==> config.mk <==
export PLATFORM = sky130hd
export DESIGN_NAME = uart_stream_xcvr
export DESIGN_NICKNAME = d
export VERILOG_FILES = /design/src/rtl/uart_stream_pkg.sv /design/src/rtl/uart_tick_gen.sv /design/src/rtl/uart_stream_xcvr.sv
export SDC_FILE = /design/constraint.sdc
export NUM_CORES = 1
export LEC_CHECK = 0
export ABC_AREA = 1
export ABC_CLOCK_PERIOD_IN_PS = 2500
export CORE_ASPECT_RATIO = 0.7
export CORE_MARGIN = 1
export CORE_UTILIZATION = 49
export DETAILED_ROUTE_END_ITERATION = 7
export PLACE_DENSITY = 0.7
export SYNTH_ARGS = -nofsm -noshare
export SYNTH_HDL_FRONTEND = slang
export SYNTH_SLANG_ARGS = --single-unit
==> constraint.sdc <==
create_clock -name clk_i -period 2.5 [get_ports clk_i]
set_input_delay 0.25 -clock clk_i [delete_from_list [all_inputs] [get_ports clk_i]]
set_output_delay 0.25 -clock clk_i [all_outputs]
set_load 0.02 [all_outputs]
==> src/rtl/uart_stream_pkg.sv <==
// Shared definitions for the UART stream transceiver.
//   - Tx / Rx state enumerations
//   - Bit-timing constants (16 ticks per bit, mid-bit sample on tick 7)
//   - Reset value of the 16x tick divisor (50 MHz / 115200 / 16)
package uart_stream_pkg;

  localparam int unsigned TICKS_PER_BIT = 16;
  localparam int unsigned SAMPLE_TICK   = 7;
  localparam logic [15:0] CLK_DIV_RST   = 16'd26;

  typedef enum logic [2:0] {
    TX_IDLE,
    TX_START,
    TX_DATA,
    TX_PARITY,
    TX_STOP
  } tx_state_t;

  typedef enum logic [2:0] {
    RX_IDLE,
    RX_START,
    RX_DATA,
    RX_PARITY,
    RX_STOP
  } rx_state_t;

endpackage

==> src/rtl/uart_tick_gen.sv <==
// 16x oversampling tick generator.
// Ports:
//   clk_i   - clock
//   rst_i   - synchronous active-high reset (count 0, divisor DIV_RST)
//   load_i  - when high the divisor register takes div_i
//   div_i   - requested divisor; one tick every div+1 cycles
//   tick_o  - single-cycle tick
module uart_tick_gen #(
  parameter logic [15:0] DIV_RST = 16'd26
) (
  input  logic        clk_i,
  input  logic        rst_i,
  input  logic        load_i,
  input  logic [15:0] div_i,
  output logic        tick_o
);

  logic [15:0] cnt_q;
  logic [15:0] div_q;

  // '>=' rather than '==' so a divisor lowered below the running count
  // wraps at once instead of counting through 65535.
  assign tick_o = (cnt_q >= div_q);

  always_ff @(posedge clk_i) begin
    if (rst_i) begin
      cnt_q <= '0;
      div_q <= DIV_RST;
    end else begin
      if (load_i) div_q <= div_i;
      cnt_q <= tick_o ? '0 : cnt_q + 16'd1;
    end
  end

endmodule

==> src/rtl/uart_stream_xcvr.sv <==
// UART transceiver with byte-stream (valid/ready) interfaces on both sides.
// Ports:
//   clk_i, rst_i                       - clock, synchronous active-high reset
//   clk_div_i                          - 16x tick divisor, taken while Tx and Rx are idle
//   parity_en_i, parity_odd_i          - parity enable / odd select (latched per frame)
//   two_stop_i                         - two Tx stop bits (latched per frame)
//   tx_data_i, tx_valid_i, tx_ready_o  - Tx byte stream
//   rx_data_o, rx_valid_o, rx_ready_i  - Rx byte stream (one-entry holding register)
//   rx_frame_err_o                     - framing/parity error of the held byte
//   rx_overrun_o                       - 1-cycle pulse when a received byte is dropped
//   stx_pad_o, srx_pad_i               - serial line, idle high
module uart_stream_xcvr #(
  parameter logic [15:0] CLK_DIV_RST = 16'd26
) (
  input  logic        clk_i,
  input  logic        rst_i,
  input  logic [15:0] clk_div_i,
  input  logic        parity_en_i,
  input  logic        parity_odd_i,
  input  logic        two_stop_i,
  input  logic [7:0]  tx_data_i,
  input  logic        tx_valid_i,
  output logic        tx_ready_o,
  output logic [7:0]  rx_data_o,
  output logic        rx_valid_o,
  input  logic        rx_ready_i,
  output logic        rx_frame_err_o,
  output logic        rx_overrun_o,
  output logic        stx_pad_o,
  input  logic        srx_pad_i
);

  import uart_stream_pkg::*;

  localparam logic [4:0] TX_BIT_LAST   = 5'(TICKS_PER_BIT - 1);
  localparam logic [4:0] TX_STOP2_LAST = 5'(2 * TICKS_PER_BIT - 1);
  localparam logic [3:0] RX_SAMPLE     = 4'(SAMPLE_TICK);
  localparam logic [3:0] RX_BIT_LAST   = 4'(TICKS_PER_BIT - 1);

  function automatic logic parity_of(input logic [7:0] d, input logic odd);
    return (^d) ^ odd;
  endfunction

  logic tick;
  logic engines_idle;

  tx_state_t  tx_state_q, tx_state_d;
  logic [4:0] tx_tcnt_q, tx_tcnt_d;
  logic [2:0] tx_bit_q, tx_bit_d;
  logic [7:0] tx_shift_q, tx_shift_d;
  logic       tx_par_q, tx_par_d;
  logic       tx_paren_q, tx_paren_d;
  logic       tx_stop2_q, tx_stop2_d;
  logic       stx_q, stx_d;
  logic       tx_line_bit;
  logic       tx_bit_end;

  rx_state_t  rx_state_q, rx_state_d;
  logic [3:0] rx_tcnt_q, rx_tcnt_d;
  logic [2:0] rx_bit_q, rx_bit_d;
  logic [7:0] rx_shift_q, rx_shift_d;
  logic       rx_paren_q, rx_paren_d;
  logic       rx_parodd_q, rx_parodd_d;
  logic       rx_perr_q, rx_perr_d;
  logic       rx_done, rx_done_err;
  logic       srx_p0, srx_p1;
  logic       rx_in;

  logic [7:0] rx_data_q, rx_data_d;
  logic       rx_valid_q, rx_valid_d;
  logic       rx_err_q, rx_err_d;
  logic       rx_ovr_q, rx_ovr_d;

  assign engines_idle = (tx_state_q == TX_IDLE) && (rx_state_q == RX_IDLE);

  uart_tick_gen #(.DIV_RST(CLK_DIV_RST)) u_tick_gen (
    .clk_i  (clk_i),
    .rst_i  (rst_i),
    .load_i (engines_idle),
    .div_i  (clk_div_i),
    .tick_o (tick)
  );

  // ---------------------------------------------------------------- Tx
  assign tx_ready_o = (tx_state_q == TX_IDLE) && !rst_i;
  assign stx_pad_o  = stx_q;

  always_comb begin
    case (tx_state_q)
      TX_START:  tx_line_bit = 1'b0;
      TX_DATA:   tx_line_bit = tx_shift_q[0];
      TX_PARITY: tx_line_bit = tx_par_q;
      default:   tx_line_bit = 1'b1;
    endcase
    if (tx_state_q == TX_STOP)
      tx_bit_end = (tx_tcnt_q == (tx_stop2_q ? TX_STOP2_LAST : TX_BIT_LAST));
    else
      tx_bit_end = (tx_tcnt_q == TX_BIT_LAST);
  end

  // A bit is driven onto the line on the first tick counted in its state,
  // so the start bit falls on the first tick after acceptance.
  always_comb begin
    tx_state_d = tx_state_q;
    tx_tcnt_d  = tx_tcnt_q;
    tx_bit_d   = tx_bit_q;
    tx_shift_d = tx_shift_q;
    tx_par_d   = tx_par_q;
    tx_paren_d = tx_paren_q;
    tx_stop2_d = tx_stop2_q;
    stx_d      = stx_q;
    if (tx_state_q == TX_IDLE) begin
      stx_d = 1'b1;
      if (tx_valid_i && tx_ready_o) begin
        tx_state_d = TX_START;
        tx_tcnt_d  = '0;
        tx_bit_d   = '0;
        tx_shift_d = tx_data_i;
        tx_par_d   = parity_of(tx_data_i, parity_odd_i);
        tx_paren_d = parity_en_i;
        tx_stop2_d = two_stop_i;
      end
    end else if (tick) begin
      tx_tcnt_d = tx_tcnt_q + 5'd1;
      if (tx_tcnt_q == '0) stx_d = tx_line_bit;
      if (tx_bit_end) begin
        tx_tcnt_d = '0;
        case (tx_state_q)
          TX_START: tx_state_d = TX_DATA;
          TX_DATA: begin
            tx_shift_d = {1'b0, tx_shift_q[7:1]};
            tx_bit_d   = tx_bit_q + 3'd1;
            if (tx_bit_q == 3'd7) tx_state_d = tx_paren_q ? TX_PARITY : TX_STOP;
          end
          TX_PARITY: tx_state_d = TX_STOP;
          default:   tx_state_d = TX_IDLE;
        endcase
      end
    end
  end

  always_ff @(posedge clk_i) begin
    if (rst_i) begin
      tx_state_q <= TX_IDLE;
      tx_tcnt_q  <= '0;
      stx_q      <= 1'b1;
    end else begin
      tx_state_q <= tx_state_d;
      tx_tcnt_q  <= tx_tcnt_d;
      stx_q      <= stx_d;
    end
  end

  always_ff @(posedge clk_i) begin
    tx_bit_q   <= tx_bit_d;
    tx_shift_q <= tx_shift_d;
    tx_par_q   <= tx_par_d;
    tx_paren_q <= tx_paren_d;
    tx_stop2_q <= tx_stop2_d;
  end

  // ---------------------------------------------------------------- Rx sync
  always_ff @(posedge clk_i) begin
    if (rst_i) begin
      srx_p0 <= 1'b1;
      srx_p1 <= 1'b1;
    end else begin
      srx_p0 <= srx_pad_i;
      srx_p1 <= srx_p0;
    end
  end

  assign rx_in = srx_p1;

  // ---------------------------------------------------------------- Rx FSM
  // Only one stop bit is sampled; returning to IDLE at its mid-point lets
  // a following start edge be caught even with a short stop bit.
  always_comb begin
    rx_state_d  = rx_state_q;
    rx_tcnt_d   = rx_tcnt_q;
    rx_bit_d    = rx_bit_q;
    rx_shift_d  = rx_shift_q;
    rx_paren_d  = rx_paren_q;
    rx_parodd_d = rx_parodd_q;
    rx_perr_d   = rx_perr_q;
    rx_done     = 1'b0;
    rx_done_err = 1'b0;
    if (rx_state_q == RX_IDLE) begin
      if (!rx_in) begin
        rx_state_d  = RX_START;
        rx_tcnt_d   = '0;
        rx_bit_d    = '0;
        rx_paren_d  = parity_en_i;
        rx_parodd_d = parity_odd_i;
        rx_perr_d   = 1'b0;
      end
    end else if (tick) begin
      rx_tcnt_d = rx_tcnt_q + 4'd1;
      if (rx_tcnt_q == RX_SAMPLE) begin
        case (rx_state_q)
          RX_START:  if (rx_in) rx_state_d = RX_IDLE;
          RX_DATA:   rx_shift_d = {rx_in, rx_shift_q[7:1]};
          RX_PARITY: rx_perr_d = (rx_in != parity_of(rx_shift_q, rx_parodd_q));
          RX_STOP: begin
            rx_state_d  = RX_IDLE;
            rx_done     = 1'b1;
            rx_done_err = !rx_in || rx_perr_q;
          end
          default: ;
        endcase
      end else if (rx_tcnt_q == RX_BIT_LAST) begin
        case (rx_state_q)
          RX_START: rx_state_d = RX_DATA;
          RX_DATA: begin
            rx_bit_d = rx_bit_q + 3'd1;
            if (rx_bit_q == 3'd7) rx_state_d = rx_paren_q ? RX_PARITY : RX_STOP;
          end
          RX_PARITY: rx_state_d = RX_STOP;
          default: ;
        endcase
      end
    end
  end

  // Holding register: a same-cycle consume frees the slot for the new byte.
  always_comb begin
    rx_data_d  = rx_data_q;
    rx_valid_d = rx_valid_q;
    rx_err_d   = rx_err_q;
    rx_ovr_d   = 1'b0;
    if (rx_valid_q && rx_ready_i) begin
      rx_valid_d = 1'b0;
      rx_err_d   = 1'b0;
    end
    if (rx_done) begin
      if (!rx_valid_q || rx_ready_i) begin
        rx_data_d  = rx_shift_q;
        rx_valid_d = 1'b1;
        rx_err_d   = rx_done_err;
      end else begin
        rx_ovr_d = 1'b1;
      end
    end
  end

  always_ff @(posedge clk_i) begin
    if (rst_i) begin
      rx_state_q <= RX_IDLE;
      rx_tcnt_q  <= '0;
      rx_data_q  <= '0;
      rx_valid_q <= 1'b0;
      rx_err_q   <= 1'b0;
      rx_ovr_q   <= 1'b0;
    end else begin
      rx_state_q <= rx_state_d;
      rx_tcnt_q  <= rx_tcnt_d;
      rx_data_q  <= rx_data_d;
      rx_valid_q <= rx_valid_d;
      rx_err_q   <= rx_err_d;
      rx_ovr_q   <= rx_ovr_d;
    end
  end

  always_ff @(posedge clk_i) begin
    rx_bit_q    <= rx_bit_d;
    rx_shift_q  <= rx_shift_d;
    rx_paren_q  <= rx_paren_d;
    rx_parodd_q <= rx_parodd_d;
    rx_perr_q   <= rx_perr_d;
  end

  assign rx_data_o      = rx_data_q;
  assign rx_valid_o     = rx_valid_q;
  assign rx_frame_err_o = rx_err_q;
  assign rx_overrun_o   = rx_ovr_q;

endmodule

== After elaboration in Yosys (flattened, before gate mapping) ==
Index checks and enable logic that the tools add are counted.

* Logic and storage cells: 158
* Register bits: 89
* Output and inout port bits: 13

* Bitwise gates (word level): 5
* Reductions and logical operators: 39
* Eq/ne operators: 22
* Mux-type cells: 63
* Magnitude comparators: 1
* $add $sub $neg: 5

{| class="wikitable"
|+ Operators with widths
! cell !! count
|-
| 3-bit 2-to-1 mux || 25
|-
| 8-bit 2-to-1 mux || 5
|-
| 5-bit 2-to-1 mux || 5
|-
| 1-bit 2-to-1 mux || 21
|-
| 3-bit one-hot mux with 3 select lines || 2
|-
| 16-bit by 1-bit adder with 16-bit output, second input constant || 1
|-
| 16-bit >= comparator || 1
|-
| 4-bit AND reduction || 4
|-
| 2-bit nonzero test || 8
|-
| 8-bit parity || 2
|-
| 3-bit by 2-bit equality test with 1-bit output, second input constant || 4
|-
| 3-bit equality test, second input constant || 4
|-
| 4-bit 2-to-1 mux || 3
|-
| 2-bit AND reduction || 6
|-
| 4-bit != test, second input constant || 2
|-
| 7-bit AND reduction || 1
|-
| 3-bit by 1-bit adder with 3-bit output, second input constant || 2
|-
| 3-bit by 1-bit equality test with 1-bit output, second input constant || 2
|-
| 3-bit zero test || 2
|-
| 3-bit one-hot mux with 2 select lines || 1
|-
| 2-bit OR reduction || 3
|-
| 5-bit by 1-bit adder with 5-bit output, second input constant || 1
|-
| 5-bit by 4-bit equality test with 1-bit output, second input constant || 1
|-
| 5-bit equality test || 1
|-
| other kinds (18) || 28
|}

== Longest topological paths before layout ==
Gate-level depths: netlist of run 1.

* Word-level depth: 8
* Gate-level depth with buffers: 15
* Depth with buffers taken out: 15

== Modules after synthesis ==
A second synthesis of run 1 with hierarchy kept.

* Cells, all modules: 549
* Area, all modules: 4,501.8 um^2

{| class="wikitable"
|+ By module, submodules not included
! module !! times used !! cells each !! sequential area each (um^2) !! area each (um^2)
|-
| uart_stream_xcvr || 1 || 335 || 1,421.4 || 2,815.2
|-
| uart_tick_gen || 1 || 214 || 640.6 || 1,686.6
|}

== Worst setup path before layout of run 1 ==
Ideal clock, no wire load.

* Kind: reg-to-reg
* From: register u_tick_gen.cnt_q[0]
* To: register rx_shift_q[0], enable pin
* Setup time: 383 ps
* Required time: 2,117 ps
* Period minus slack after synthesis: 2,265 ps
* Stages on the path, launching flop included: 13
* Buffers on the path: 0
* Setup slack: 235 ps
* Arrival: 1,882 ps
* Cell sequence: dfxtp_1 inv_1 ha_1 nand2_1 nor2_1 nor2_1 nand2_1 nand2_1 nand2_1 nand2_1 nand2_2 inv_1 nor3_1

* Word-level cells in the longest chain between the ends: 2

{| class="wikitable"
|+ RTL lines
! element !! RTL line !! RTL
|-
| from (decl) || uart_tick_gen.sv:18 || <nowiki>logic [15:0] cnt_q;</nowiki>
|-
| from (signal assigned) || uart_tick_gen.sv:31 || <nowiki>cnt_q <= tick_o ? '0 : cnt_q + 16'd1;</nowiki>
|-
| 16-bit >= comparator || uart_tick_gen.sv:23 || <nowiki>assign tick_o = (cnt_q >= div_q);</nowiki>
|-
| 4-bit AND reduction (no source line) || n/a ||
|-
| to (signal assigned) || uart_stream_xcvr.sv:266 || <nowiki>rx_shift_q <= rx_shift_d;</nowiki>
|-
| to (decl) || uart_stream_xcvr.sv:61 || <nowiki>logic [7:0] rx_shift_q, rx_shift_d;</nowiki>
|}

Every way passes these cells.
A chain may end at the register's enable or synchronous reset.

== Worst setup path after layout of run 1 ==
* From: register u_tick_gen.cnt_q[0]
* To: register rx_perr_q, enable pin

* Word-level cells in the longest chain between the ends: 3

{| class="wikitable"
|+ RTL lines
! element !! RTL line !! RTL
|-
| 16-bit >= comparator || uart_tick_gen.sv:23 ||
|-
| 2-bit nonzero test (no source line) || n/a ||
|-
| 4-bit AND reduction (no source line) || n/a ||
|-
| to (signal assigned) || uart_stream_xcvr.sv:269 || <nowiki>rx_perr_q <= rx_perr_d;</nowiki>
|-
| to (decl) || uart_stream_xcvr.sv:64 || <nowiki>logic rx_perr_q, rx_perr_d;</nowiki>
|}

Every way passes these cells.

==> flow_metrics.env, run 1 <==
export IMPL_status="finished, final reports clean"
export IMPL_p_per_area_mw_per_mm2=840
export IMPL_die_x_um=115
export IMPL_clock_fmax_ghz=0.478
export IMPL_slew_headroom_pct=56.2
export IMPL_crit_top_cell="nand2_1"
export IMPL_cts_resized=0
export IMPL_synth_seq_cells=89
export IMPL_tritoncts="built"
export IMPL_rr_worst_depth=13
export IMPL_async_flop_share_pct=0
export IMPL_fin_area_mm2=0.00524
export IMPL_antenna_cells=0
export IMPL_use_met3_pct=4.85
export IMPL_cts_root_buffer="clkbuf_16"
export IMPL_crit_buf_inv=2
export IMPL_ys_warn_count=0
export IMPL_syn_area_per_cell_um2=8.22
export IMPL_dr_first_iter_drc_count=180
export IMPL_post_drt_wl_per_cell_um=12.7
export IMPL_grt_max_degree=26
export IMPL_maxCapViolations=0
export IMPL_fin_worst_skew_ps=6.83
export IMPL_p_leak_nw=2.18
export IMPL_dpl_hpwl_um=6710
export IMPL_post_dp_cell_area_mm2=0.00496
export IMPL_hp_class="reg -> reg"
export IMPL_path_class="reg -> reg"
export IMPL_crit_path_cell_trace="inv_1, ha_1, nand2_1, nor2_1, nor2_1, nand2_1, nand2_1, nand2_1, nand2_1, nand2_2, buf_4, nand2_1, a21oi_1"
export IMPL_netlist_instances=531
export IMPL_path_max_fanout=14
export IMPL_drc=0
export IMPL_vias_per_cell=5.01
export IMPL_die_h_um=81.0
export IMPL_critical_path_arrival_ps=2130
export IMPL_top_usage_layer="met2"
export IMPL_floorplan_initialDensity_pct=51.1
export IMPL_finalSetupViolations=0
export IMPL_worst_pin_slew_ps=652
export IMPL_place_inst=691
export IMPL_synth_area_top_cells="dfxtp_1 28%, edfxtp_1 19%, nand2_1 8.4%"
export IMPL_totalNegativeSetupSlack_ps=0
export IMPL_clock_sinks=89
export IMPL_fin_crit_ps=2090
export IMPL_via_count=3544
export IMPL_layout_cells_non_filler=707
export IMPL_synth_distinct_cells=34
export IMPL_synth_area_leader_cell="dfxtp_1"
export IMPL_area_growth_syn_to_layout_pct=19.9
export IMPL_drv_slew=0
export IMPL_finalHoldViolCount=0
export IMPL_ios=45
export IMPL_yosysMostFrequentCell="nand2_1"
export IMPL_final_antenna_net_count=0
export IMPL_synth_ff_type="dfxtp_1"
export IMPL_worst_r2r_setup_slack_ps=410
export IMPL_ctsHoldBuffers=0
export IMPL_ys_seq_area_share_pct=47.2
export IMPL_worst_ir_drop_vdd_mv=0.466
export IMPL_critPathRequiredTime_ps=2540
export IMPL_routed_wl_um=9010
export IMPL_cp_num_cells=13
export IMPL_grt_pass1_vias=3193
export IMPL_dieArea_mm2=0.00930
export IMPL_rows=28
export IMPL_grtUsageTotal_pct=21.3
export IMPL_synth_top_area_share_pct=28.0
export IMPL_rsz0062_at_grt="false"
export IMPL_numCtsBuffers=9
export IMPL_r2r_start="u_tick_gen.cnt_q[0]$_SDFF_PP0_"
export IMPL_r2r_end="rx_perr_q$_SDFFCE_PP0P_"
export IMPL_hold_start="srx_p0$_SDFF_PP1_"
export IMPL_clkTransAtPathRegs_ps=60
export IMPL_drive_above_1_share_pct=6.98
export IMPL_synth_edff_count=28
export IMPL_netlist_area_mm2=0.00437
export IMPL_gp_congestion=0.876
export IMPL_postCtsSetupBuffers=0
export IMPL_synth_commonest_cells="98 x nand2_1, 68 x inv_1, 61 x dfxtp_1, 61 x nor2_1, 42 x a21oi_1"
export IMPL_antenna_found_initial=0
export IMPL_core_area_mm2=0.00855
export IMPL_startpoint_type="flip-flop"
export IMPL_worstSetupStartpoint="u_tick_gen.cnt_q[0]$_SDFF_PP0_"
export IMPL_cp_end_kind="flip-flop"
export IMPL_drt_first_pass_iters=4
export IMPL_finalNetCount=638
export IMPL_critical_path_top_delay_family="simple AND/OR/NAND/NOR gates"
export IMPL_use_met2_pct=33.0
export IMPL_min_period_over_period_pct=83.7
export IMPL_syn_nets=587
export IMPL_grt_remaining_overflow=0
export IMPL_endpoint="rx_perr_q$_SDFFCE_PP0P_"
export IMPL_cpPeakStageDelay_ps=380
export IMPL_grt_pass1_wl_um=15100
export IMPL_cp_slowest_cell="dfxtp_1"
export IMPL_htree_num_levels=3
export IMPL_insertion_delay_ps=330
export IMPL_portBuffers=44
export IMPL_grtUsageMet1_pct=29.4
export IMPL_hold_ws_ps=417
export IMPL_max_clock_path_buffers=2
## area by class of cell
class / instances / area (um2)
multi-input cells: 361 / 1990
fillers: 823 / 3310
flip-flops and latches: 89 / 2060
clock inverters: 3 / 15.0
inverters: 69 / 259
repair buffers: 52 / 500
well taps: 120 / 150
clock buffers: 13 / 260
## worst reg2reg max path: cells and delay by family (launching register included)
kind,cells,cell delay (ps)
AO/OA/AOI/OAI,1,160
buffers and inverters,2,280
adder cells (fa/ha/maj),1,270
flip-flops,1,380
AND/OR/NAND/NOR,9,710
## state kept, by name (all words and copies together) (netlist names), 3 cells and up
register,count
tx_tcnt_q,5
tx_state_q,3
u_tick_gen.cnt_q,16
rx_bit_q,3
rx_shift_q,8
rx_state_q,3
u_tick_gen.div_q,16
rx_tcnt_q,4
tx_shift_q,8
rx_data_o,8
tx_bit_q,3
## placed cells by master (no fill, tap or decap), drive strengths merged
| cell type | instances |
|---|---|
| o21a | 1 |
| nand4 | 18 |
| nor2 | 65 |
| nand2 | 101 |
| a21oi | 42 |
| o211ai | 1 |
| edfxtp | 28 |
| clkinv | 3 |
| nor4 | 2 |
| clkdlybuf4s50 | 44 |
| clkbuf | 13 |
| nand3 | 28 |
| buf | 8 |
| inv | 69 |
| or2 | 6 |
| ha | 24 |
| nor3b | 1 |
| a31oi | 5 |
| and3 | 1 |
| o22ai | 1 |
| xor2 | 11 |
| dfxtp | 61 |
| nor3 | 12 |
| o21ai | 29 |
| xnor2 | 13 |
## power by group
| part | switching (mW) | internal (mW) |
|---|---|---|
| logic | 0.823 | 0.434 |
| clock network | 0.516 | 0.723 |
| registers | 0.103 | 1.80 |
## routing by layer
metal	vias up	wire, um
met2	61	3940
met1	1617	4560
met4	0	110
met3	12	395
met5	-	0
li1	1854	-
## cell families (layout without fill, tap and decap cells)
| group | after synthesis | after routing | synth area share, % |
|---|---|---|---|
| flops | 89 | 89 | 47.2 |
| simple gates | 234 | 234 | 24.5 |
| fa+ha+maj | 24 | 24 | 6.88 |
| xor+xnor | 24 | 24 | 4.82 |
| compound gates | 79 | 79 | 9.34 |
| buf+inv | 81 | 137 | 7.22 |
## stage by stage
stage / power, mW / utilization, % / setup slack, ps
6_report: 4.40 / 61.2 / 408
5_1_grt: 4.71 / 61.2 / 205
4_1_cts: 4.42 / 61.2 / 403
3_5_place_dp: 3.17 / 58.0 / 413
3_3_place_gp: 3.13 / 58.0 / 472
2_1_floorplan: 2.82 / - / 235
## worst min-delay path by stage
stage                     slack [ps]  cells after the start                   end
final                            420                      1      rx_in$_SDFF_PP1_
after CTS                        420                      1      rx_in$_SDFF_PP1_
after global routing             430                      1      rx_in$_SDFF_PP1_
after global placement           400                      1      rx_in$_SDFF_PP1_
after detailed placement         400                      1      rx_in$_SDFF_PP1_
after floorplan                  350                      0  rx_paren_q$_DFFE_PP_
Power figures use the tool's default switching activity.
==> inputs of run 2 (changes only) <==
--- a/config.mk
+++ b/config.mk
@@ -6,7 +6,7 @@
 export NUM_CORES = 1
 export LEC_CHECK = 0
 export ABC_AREA = 1
-export ABC_CLOCK_PERIOD_IN_PS = 2500
+export ABC_CLOCK_PERIOD_IN_PS = 2080
 export CORE_ASPECT_RATIO = 0.7
 export CORE_MARGIN = 1
 export CORE_UTILIZATION = 49
==> constraint.sdc (replaced) <==
create_clock -name clk_i -period 2.08 [get_ports clk_i]
set_input_delay 0.208 -clock clk_i [delete_from_list [all_inputs] [get_ports clk_i]]
set_output_delay 0.208 -clock clk_i [all_outputs]
set_load 0.02 [all_outputs]
==> flow_metrics.env, run 2 (same netlist as run 1, synthesis figures left out) <==
export IMPL_final_cell_mix="95 x nand2_1, 67 x inv_1, 60 x dfxtp_1"
export IMPL_whs_endpoint="rx_in$_SDFF_PP1_"
export IMPL_p_comb_share_pct=29.3
export IMPL_reg_largest_list="u_tick_gen.cnt_q: 16 flops, u_tick_gen.div_q: 16 flops"
export IMPL_clock_fmax_ghz=0.493
export IMPL_ios=45
export IMPL_rsz0062_at_grt="true"
export IMPL_r2r_start="u_tick_gen.div_q[9]$_SDFFE_PP0P_"
export IMPL_hold_ws_ps=407
export IMPL_drv_slew=0
export IMPL_grt_pass1_vias=3445
export IMPL_p_per_area_mw_per_mm2=1040
export IMPL_critical_path_top_delay_family="simple AND/OR/NAND/NOR gates"
export IMPL_fin_worst_skew_ps=5.49
export IMPL_worst_ir_drop_vdd_mv=0.736
export IMPL_critical_path_arrival_ps=2080
export IMPL_finalSetupViolations=0
export IMPL_drt_first_pass_iters=5
export IMPL_dr_first_iter_drc_count=171
export IMPL_rows=28
export IMPL_antenna_cells=0
export IMPL_max_clock_path_buffers=2
export IMPL_via_count=3708
export IMPL_hold_start="srx_p0$_SDFF_PP1_"
export IMPL_insertion_delay_ps=340
export IMPL_fin_crit_ps=2030
export IMPL_grt_remaining_overflow=0
export IMPL_intPower_mw=3.94
export IMPL_gp_congestion=0.819
export IMPL_crit_path_cell_trace="inv_1, ha_4, nand2_1, nand2_1, nand3_1, a21oi_2, nor2_2, buf_4, nand3_2, nand3_2, nor2_4, buf_12"
export IMPL_area_growth_syn_to_layout_pct=28.0
export IMPL_cp_slowest_cell="dfxtp_1"
export IMPL_startpoint_type="flip-flop"
export IMPL_p_leak_nw=2.36
export IMPL_floorplan_initialDensity_pct=51.1
export IMPL_path_max_fanout=11
export IMPL_post_dp_cell_area_mm2=0.00511
export IMPL_crit_buf_inv=3
export IMPL_worstSetupStartpoint="u_tick_gen.div_q[9]$_SDFFE_PP0P_"
export IMPL_die_x_um=115
export IMPL_numCtsBuffers=9
export IMPL_antenna_found_initial=0
export IMPL_clock_power_share_pct=31.3
export IMPL_path_class="reg -> reg"
export IMPL_cpPeakStageDelay_ps=300
export IMPL_p_sw_mw=1.87
export IMPL_finalHoldViolCount=0
export IMPL_htree_num_levels=3
export IMPL_clkTransAtPathRegs_ps=60
export IMPL_min_period_over_period_pct=97.5
export IMPL_fillers=750
export IMPL_finalNetCount=661
export IMPL_critPathRequiredTime_ps=2140
export IMPL_dpl_hpwl_um=6890
export IMPL_cp_end_kind="flip-flop"
export IMPL_worst_pin_slew_ps=430
export IMPL_seqPwrFrac_pct=39.5
export IMPL_dieArea_mm2=0.00930
export IMPL_grt_max_degree=26
export IMPL_worst_r2r_setup_slack_ps=50
export IMPL_cts_root_buffer="clkbuf_16"
export IMPL_rr_worst_depth=12
export IMPL_core_area_mm2=0.00855
export IMPL_r2r_end="tx_bit_q[1]$_SDFFCE_PP0P_"
export IMPL_die_h_um=81.0
export IMPL_min_path_cells=1
export IMPL_tritoncts="built"
export IMPL_status="finished, final reports clean"
export IMPL_drive_above_1_share_pct=13.3
export IMPL_routed_wl_um=9680
export IMPL_drc=0
export IMPL_power_total_mw=5.81
export IMPL_hp_class="reg -> reg"
export IMPL_clock_sinks=89
export IMPL_final_antenna_net_count=0
export IMPL_fin_area_mm2=0.00559
export IMPL_grtUsageTotal_pct=22.5
export IMPL_grt_pass1_wl_um=15800
export IMPL_vias_per_cell=5.08
export IMPL_slew_headroom_pct=71.3
export IMPL_swShare_pct=32.2
export IMPL_portBuffers=44
export IMPL_maxCapViolations=0
export IMPL_final_common_cell="nand2_1"
export IMPL_post_drt_wl_per_cell_um=13.3
export IMPL_postLayoutCoreUtil_pct=65.4
## run 2: cell count changes in the layout (fill, tap and decap cells not counted), sizes merged
cell / delta
inv: +1
dlymetal6s2s: +1
bufinv: +2
clkbuf: -1
buf: +23
clkinv: -2
clkdlybuf4s50: -1
## run 2: worst max-delay path by stage
stage,to,cells past startpoint
6_report,tx_bit_q[1]$_SDFFCE_PP0P_,12
2_1_floorplan,rx_shift_q[0]$_DFFE_PP_,12
5_1_grt,tx_bit_q[1]$_SDFFCE_PP0P_,12
3_3_place_gp,tx_shift_q[3]$_DFFE_PP_,10
3_5_place_dp,u_tick_gen.cnt_q[9]$_SDFF_PP0_,9
4_1_cts,tx_bit_q[1]$_SDFFCE_PP0P_,10
## run 2: cell type report
class                   count  area (um2)  share of cell area, %
multi-input cells         361        2080                   37.2
flip-flops and latches     89        2060                   36.9
clock buffers              12         268                   4.79
inverters                  69         259                   4.64
clock inverters             4        71.3                   1.28
well taps                 120         150                   2.69
repair buffers             75         696                   12.5
## run 2: power by group through the flow
stage                     Combinational, mW  Clock [mW]  Sequential [mW]
after detailed placement               1.55           0             2.32
after global routing                   1.91        1.93             2.32
final                                  1.70        1.81             2.29
after CTS                              1.59        1.86             2.29
after global placement                 1.49           0             2.31
after floorplan                        1.10           0             2.29
## run 2: timing repair
| action | in CTS | in global routing |
|---|---|---|
| hold buffers | 0 | 0 |
| gates resized for setup | 4 | 17 |
| setup buffers | 0 | 4 |
| setup endpoints to repair | 18 | 42 |
| pin swaps | 0 | 5 |
| cloned | 0 | 0 |
## run 2: stage by stage
step           cells  setup slack, ps  setup TNS, ps
2_1_floorplan    531             58.9              0
3_3_place_gp     710             2.18              0
3_5_place_dp     710            -93.7           -722
4_1_cts          726             6.82              0
5_1_grt          730            -29.8           -312
6_report         730             52.6              0
## run 2: layer usage
metal	vias up	share of wire, %	GRT usage [%]
met5	-	0	0
li1	1905	-	-
met1	1680	48	29.2
met3	21	5.3	6.64
met4	0	2.0	8.83
met2	102	44	35.5
